## config.mk

```make
export PLATFORM = sky130hd
export DESIGN_NAME = uart_cmd_responder
export DESIGN_NICKNAME = d
export VERILOG_FILES = /design/src/rtl/uart_cmd_responder_pkg.sv /design/src/rtl/uart_cmd_responder.sv
export SDC_FILE = /design/constraint.sdc
export NUM_CORES = 1
export LEC_CHECK = 0
export BUFFER_PORTS_ARGS = -buffer_cell sky130_fd_sc_hd__buf_2
export CORE_AREA = 2 2 75 77
export DETAILED_ROUTE_END_ITERATION = 8
export DIE_AREA = 0 0 77 79
export PLACE_DENSITY_LB_ADDON = 0.15
export SLEW_MARGIN = 20
export SYNTH_ARGS = -nofsm -noshare
export SYNTH_HDL_FRONTEND = slang
export SYNTH_SLANG_ARGS = --single-unit
```

## constraint.sdc

```tcl
create_clock -name clk -period 1.8 [get_ports clk]
set_input_delay 0.54 -clock clk [delete_from_list [all_inputs] [get_ports clk]]
set_output_delay 0.54 -clock clk [all_outputs]
set_load 0.005 [all_outputs]
```

## src/rtl/uart_cmd_responder_pkg.sv

```systemverilog
// Shared link definitions for the main-to-module UART command link.
// Command bytes, default NAK and the responder FSM state encodings.
package uart_cmd_responder_pkg;

  localparam logic [7:0] CMD_TURN_ON      = 8'hEE;
  localparam logic [7:0] CMD_TURN_OFF     = 8'h55;
  localparam logic [7:0] CMD_TOGGLE       = 8'hC3;
  localparam logic [7:0] NAK_BYTE_DEFAULT = 8'h00;

  localparam logic [1:0] StIdle   = 2'd0;
  localparam logic [1:0] StDecode = 2'd1;
  localparam logic [1:0] StStart  = 2'd2;
  localparam logic [1:0] StBusy   = 2'd3;

endpackage

```

## src/rtl/uart_cmd_responder.sv

```systemverilog
// Decodes link command bytes from uart_rx, drives the gate-enable level and echoes
// each accepted command (or NAK) back through uart_tx.
module uart_cmd_responder
  import uart_cmd_responder_pkg::*;
#(
  parameter int unsigned BUSY_TIMEOUT = 1000,
  parameter logic [7:0]  NAK_BYTE     = NAK_BYTE_DEFAULT
) (
  input  logic       clk,
  input  logic       reset,
  input  logic [7:0] rx_data,
  input  logic       rx_done,
  input  logic       rx_parity_error,
  input  logic       tx_busy,
  output logic       tx_start,
  output logic [7:0] tx_data,
  output logic       out_en,
  output logic       cmd_strobe,
  output logic       overrun,
  output logic       tx_timeout
);

  localparam int unsigned CntW = $clog2(BUSY_TIMEOUT + 1);
  localparam logic [CntW-1:0] CntLast = CntW'(BUSY_TIMEOUT - 1);

  logic [1:0]      state_q, state_d;
  logic [7:0]      cmd_q, cmd_d;
  logic            perr_q, perr_d;
  logic [7:0]      tx_data_q, tx_data_d;
  logic            out_en_q, out_en_d;
  logic            strobe_q, strobe_d;
  logic            overrun_q, overrun_d;
  logic            timeout_q, timeout_d;
  logic [CntW-1:0] cnt_q, cnt_d;
  logic            rose_q, rose_d;
  logic            start_c;

  always_comb begin
    state_d   = state_q;
    cmd_d     = cmd_q;
    perr_d    = perr_q;
    tx_data_d = tx_data_q;
    out_en_d  = out_en_q;
    strobe_d  = 1'b0;
    overrun_d = overrun_q;
    timeout_d = timeout_q;
    cnt_d     = cnt_q;
    rose_d    = rose_q;
    start_c   = 1'b0;

    // No queuing: any byte arriving outside IDLE is dropped.
    if (rx_done && (state_q != StIdle)) overrun_d = 1'b1;

    unique case (state_q)
      StIdle: begin
        if (rx_done) begin
          cmd_d   = rx_data;
          perr_d  = rx_parity_error;
          state_d = StDecode;
        end
      end
      StDecode: begin
        state_d   = StStart;
        tx_data_d = NAK_BYTE;
        if (!perr_q) begin
          case (cmd_q)
            CMD_TURN_ON: begin
              out_en_d  = 1'b1;
              tx_data_d = cmd_q;
              strobe_d  = 1'b1;
            end
            CMD_TURN_OFF: begin
              out_en_d  = 1'b0;
              tx_data_d = cmd_q;
              strobe_d  = 1'b1;
            end
            CMD_TOGGLE: begin
              out_en_d  = ~out_en_q;
              tx_data_d = cmd_q;
              strobe_d  = 1'b1;
            end
            default: ;
          endcase
        end
      end
      StStart: begin
        if (!tx_busy) begin
          start_c = 1'b1;
          cnt_d   = '0;
          rose_d  = 1'b0;
          state_d = StBusy;
        end
      end
      StBusy: begin
        if (rose_q) begin
          if (!tx_busy) state_d = StIdle;
        end else if (tx_busy) begin
          rose_d = 1'b1;
        end else if (cnt_q >= CntLast) begin
          timeout_d = 1'b1;
          state_d   = StIdle;
        end else begin
          cnt_d = cnt_q + 1'b1;
        end
      end
      default: state_d = StIdle;
    endcase
  end

  always_ff @(posedge clk) begin
    if (reset) begin
      state_q   <= StIdle;
      cmd_q     <= 8'h00;
      perr_q    <= 1'b0;
      tx_data_q <= 8'h00;
      out_en_q  <= 1'b0;
      strobe_q  <= 1'b0;
      overrun_q <= 1'b0;
      timeout_q <= 1'b0;
      cnt_q     <= '0;
      rose_q    <= 1'b0;
    end else begin
      state_q   <= state_d;
      cmd_q     <= cmd_d;
      perr_q    <= perr_d;
      tx_data_q <= tx_data_d;
      out_en_q  <= out_en_d;
      strobe_q  <= strobe_d;
      overrun_q <= overrun_d;
      timeout_q <= timeout_d;
      cnt_q     <= cnt_d;
      rose_q    <= rose_d;
    end
  end

  // Gated so a reset landing in START can never leak a start pulse to uart_tx.
  assign tx_start   = start_c & ~reset;
  assign tx_data    = tx_data_q;
  assign out_en     = out_en_q;
  assign cmd_strobe = strobe_q;
  assign overrun    = overrun_q;
  assign tx_timeout = timeout_q;

endmodule

```

==> parameters.txt <==
Parameter                              Value

Outcome
  Status ... finished, final reports clean

Setup path
  Depth of the most critical reg-to-reg path ... 7
  Setup CP Type ... reg2reg
  CP peak stage delay ... 0.38 ns
  Kind of start point of the critical path ... flip-flop
  End of the worst register-to-register path ... cnt_q[7]
  Worst Path Max Fanout ... 5
  Buf/Inv on CP ... 2
  Critical Path Slowest Stage Cell ... sky130_fd_sc_hd__dfxtp_2
  Critical Path AT ... 1.88 ns
  Capturing element type of the critical path ... flip-flop
  Crit Reg-Reg Startpoint ... state_q[1]
  CP top delay family ... compound AO/OA/AOI/OAI gates
  Worst-path cell chain ... ha_2, nor3b_4, buf_4, o31ai_4, buf_4, o41ai_2, a311oi_1
  Flop2flop setup slack ... 0.07 ns
  Data required time at the worst endpoint ... 1.96 ns
  Cell repeated most along the worst path ... sky130_fd_sc_hd__buf_4

Power and ir drop
  Comb pwr share ... 0.250
  Leakage power of the design ... 0.8185 nW
  Fraction of power consumed by the clock network ... 0.365
  Switch share ... 0.2951
  Cell area power density ... 1130 nW/um2
  Switching power total ... 0.0006986 W
  Internal power summed over all cells ... 0.001669 W
  Share of power burned in registers ... 0.385
  Peak supply drop ... 704.9 uV

Min path
  Worst min-delay path endpoint ... cmd_q[6]
  Path class of the lowest-slack min-delay path ... reg2reg
  Startpoint of the tightest hold check path ... cmd_q[6]
  Hold path depth ... 2

Route
  DR vias/cell ... 5.348
  Remaining number of nets flagged by the antenna check after routing ... 0
  WL/cell ... 14.30 um
  Number of vias in the routed layout ... 1535
  Initial drt markers ... 73
  Number of remaining DRC errors ... 0
  WL final ... 4.103 mm
  Number of search-and-repair iterations in the first detailed-routing pass ... 4

Clocking
  Number of buffers on the longest clock path ... 2
  Register clock-pin slew on the reported worst setup and hold paths ... 0.07 ns
  Number of CTS-inserted buffers ... 5
  Level count of the clock H-tree ... 2
  TritonCTS clock tree ... yes
  Cell at the root of the clock tree ... sky130_fd_sc_hd__clkbuf_8
  Hold-fix buffers, CTS ... 0
  # clock sinks ... 34
  Worst-Skew Late Latency ... 0.28 ns

Timing
  Transition time at the pin with the least slew margin ... 0.4618 ns
  Final setup margin ... 0.07420 ns
  Worst rel slew slack ... 0.6910
  Max-slew violations ... 0
  Time the worst path needs with I/O delays and setup ... 1.726 ns
  Number of endpoints with negative hold slack in the final report ... 0
  Period utilisation layout ... 0.9588
  Number of setup violations in the final report ... 0
  Final total negative setup slack ... 0 ns
  Fmax achieved ... 579.4 MHz
  Worst-case clock skew ... 0.005108 ns

Finish
  Area taken by multi-input logic gates ... 907.1 um2
  Storage cell area ... 684.4 um2
  Final instance count without filler cells ... 287
  N_diodes ... 0
  Ratio of cells with drive above 1 in the final layout ... 0.3163
  Area delta synth->final ... 29.44%
  Most common cell after layout, fill and taps aside ... sky130_fd_sc_hd__dfxtp_1
  Number of fill cells in the layout ... 590
  Top library cells by usage in the layout, fill and taps aside ... sky130_fd_sc_hd__dfxtp_1 (31), sky130_fd_sc_hd__buf_2 (25), sky130_fd_sc_hd__a21oi_1 (18)
  Number of nets in the layout ... 232

Floorplanning
  Overall die area ... 6083 um2
  Row count ... 27
  Number of top-level pins ... 26
  Effective utilization at floorplan ... 0.3033
  Die Ht ... 79 um
  Core region area ... 5338 um2
  DIE WIDTH ... 77 um

Logic synthesis
  Cell count after synthesis ... 175
  Sequential-to-total area share from yosys stat ... 0.4204
  Synthesized net count ... 193
  Number of distinct standard cells referenced by the synthesized netlist ... 45
  Avg Inst Size Synth ... 9.252 um2
  Number of synthesized flops with an enable pin ... 0
  Warnings, synthesis ... 0
  Area of the mapped netlist ... 1619 um2
  Async S/R FF share, synth ... 0
  Synth Register Bits ... 34
  Post-synth top flop ... sky130_fd_sc_hd__dfxtp_1

Placement
  IO buf count ... 25
  Estimated wirelength of the detail-placed design ... 2.876 mm
  GPL Wtd Cong ... 0.8331
  Setup slack at placement ... 0.03627 ns
  Total placed cells including tap cells ... 274

Global route
  Number of global-route vias before repair ... 1427
  Number of antenna violations at the first check in global routing ... 0
  Wire length of the first global-routing pass ... 6.693 mm
  Overall Global Routing Usage ... 0.1366
  Maximum number of pins on one net before global-route repair ... 15
  Global route overflow ... 0

Flow run
  Number of violations of the max-capacitance limit ... 0
worst max path at each step:
| stage | startpoint | end | slack [ns] | cells past startpoint |
|---|---|---|---|---|
| floorplan | reset | tx_start | 0.06 | 3 |
| global placement | cnt_q[0] | cnt_q[5] | 0.09 | 6 |
| detailed placement | cnt_q[0] | cnt_q[5] | 0.04 | 6 |
| CTS | state_q[0] | tx_start | 0.02 | 5 |
| global route | state_q[1] | cnt_q[7] | -0.02 | 7 |
| finish | state_q[1] | cnt_q[7] | 0.07 | 7 |
area by class of cell:
class	instances	area share
sequential	34	0.3266
multi-input combinational	125	0.4328
tap	72	0.04299
timing repair buffer	41	0.1170
inverter	7	0.01254
clock buffer	6	0.03940
clock inverter	2	0.02866
routing by layer:
metal,track usage,vias to the layer above,wire (um)
met5,0,-,0
met4,0.05179,0,52
met3,0.04432,6,250
met2,0.2140,50,1850
met1,0.1757,728,1950
li1,-,751,-
through the flow:
step	hold slack (ns)	util	power [W]	cell area, um2
after floorplan	0.4320	-	0.001274	1619
after global placement	0.4430	0.3490	0.001429	1863
after detailed placement	0.4497	0.3490	0.001465	1863
after CTS	0.4589	0.3760	0.002344	2007
after global routing	0.4938	0.3926	0.002517	2096
final	0.4563	0.3926	0.002368	2096
power groups by stage:
| stage | logic [W] | clock network, W | registers [W] |
|---|---|---|---|
| 6_report | 0.000592 | 0.000865 | 0.000911 |
| 3_3_place_gp | 0.000525 | 0 | 0.000904 |
| 3_5_place_dp | 0.000553 | 0 | 0.000911 |
| 5_1_grt | 0.000663 | 0.000932 | 0.000922 |
| 4_1_cts | 0.000555 | 0.000893 | 0.000897 |
| 2_1_floorplan | 0.000383 | 0 | 0.000891 |
worst reg2reg max path: cells and delay by family (launching register included):
kind / cells / cell delay (ns)
AOI/OAI and AO/OA: 3 / 0.42
adders and majority gates: 1 / 0.22
buffers and inverters: 2 / 0.34
DFF: 1 / 0.38
and+or+nand+nor: 1 / 0.24
Yosys cell counts, types with 2 or more instances:
master	count	area [um2]
sky130_fd_sc_hd__a21o_1	2	15.01
sky130_fd_sc_hd__a21oi_1	18	90.09
sky130_fd_sc_hd__a22o_1	7	61.31
sky130_fd_sc_hd__a311oi_1	8	70.07
sky130_fd_sc_hd__a31oi_1	3	18.77
sky130_fd_sc_hd__a41oi_1	3	26.28
sky130_fd_sc_hd__and4b_1	2	20.02
sky130_fd_sc_hd__buf_6	3	33.78
sky130_fd_sc_hd__clkbuf_1	5	18.77
sky130_fd_sc_hd__dfxtp_1	34	680.7
sky130_fd_sc_hd__ha_1	5	62.56
sky130_fd_sc_hd__inv_1	7	26.28
sky130_fd_sc_hd__nand2_1	15	56.30
sky130_fd_sc_hd__nand2b_1	2	12.51
sky130_fd_sc_hd__nand3_1	12	60.06
sky130_fd_sc_hd__nor2_1	8	30.03
sky130_fd_sc_hd__nor2b_1	2	12.51
sky130_fd_sc_hd__o2111ai_1	3	26.28
sky130_fd_sc_hd__o211ai_1	2	15.01
sky130_fd_sc_hd__o21ai_0	9	45.04
cells by family after synthesis:
family,synth area share
DFF,0.4204
AOI/OAI and AO/OA,0.2867
muxes,0.006955
adders and majority gates,0.03864
buffers and inverters,0.05409
and+or+nand+nor,0.1932
flip-flops by register name, summed over array words and instances (netlist names):
register	flops
cnt_q	10
cmd_q	8
tx_data	8
state_q	2
cmd_strobe	1
out_en	1
overrun	1
perr_q	1
rose_q	1
tx_timeout	1
timing repair:
item | CTS | global route
cloned | 0 | 1
buffers inserted | 0 | 4
pin swaps | 0 | 2
resized for setup | 1 | 11
setup endpoints to repair | 1 | 11
Note: power is estimated with default switching activity, not from simulation.
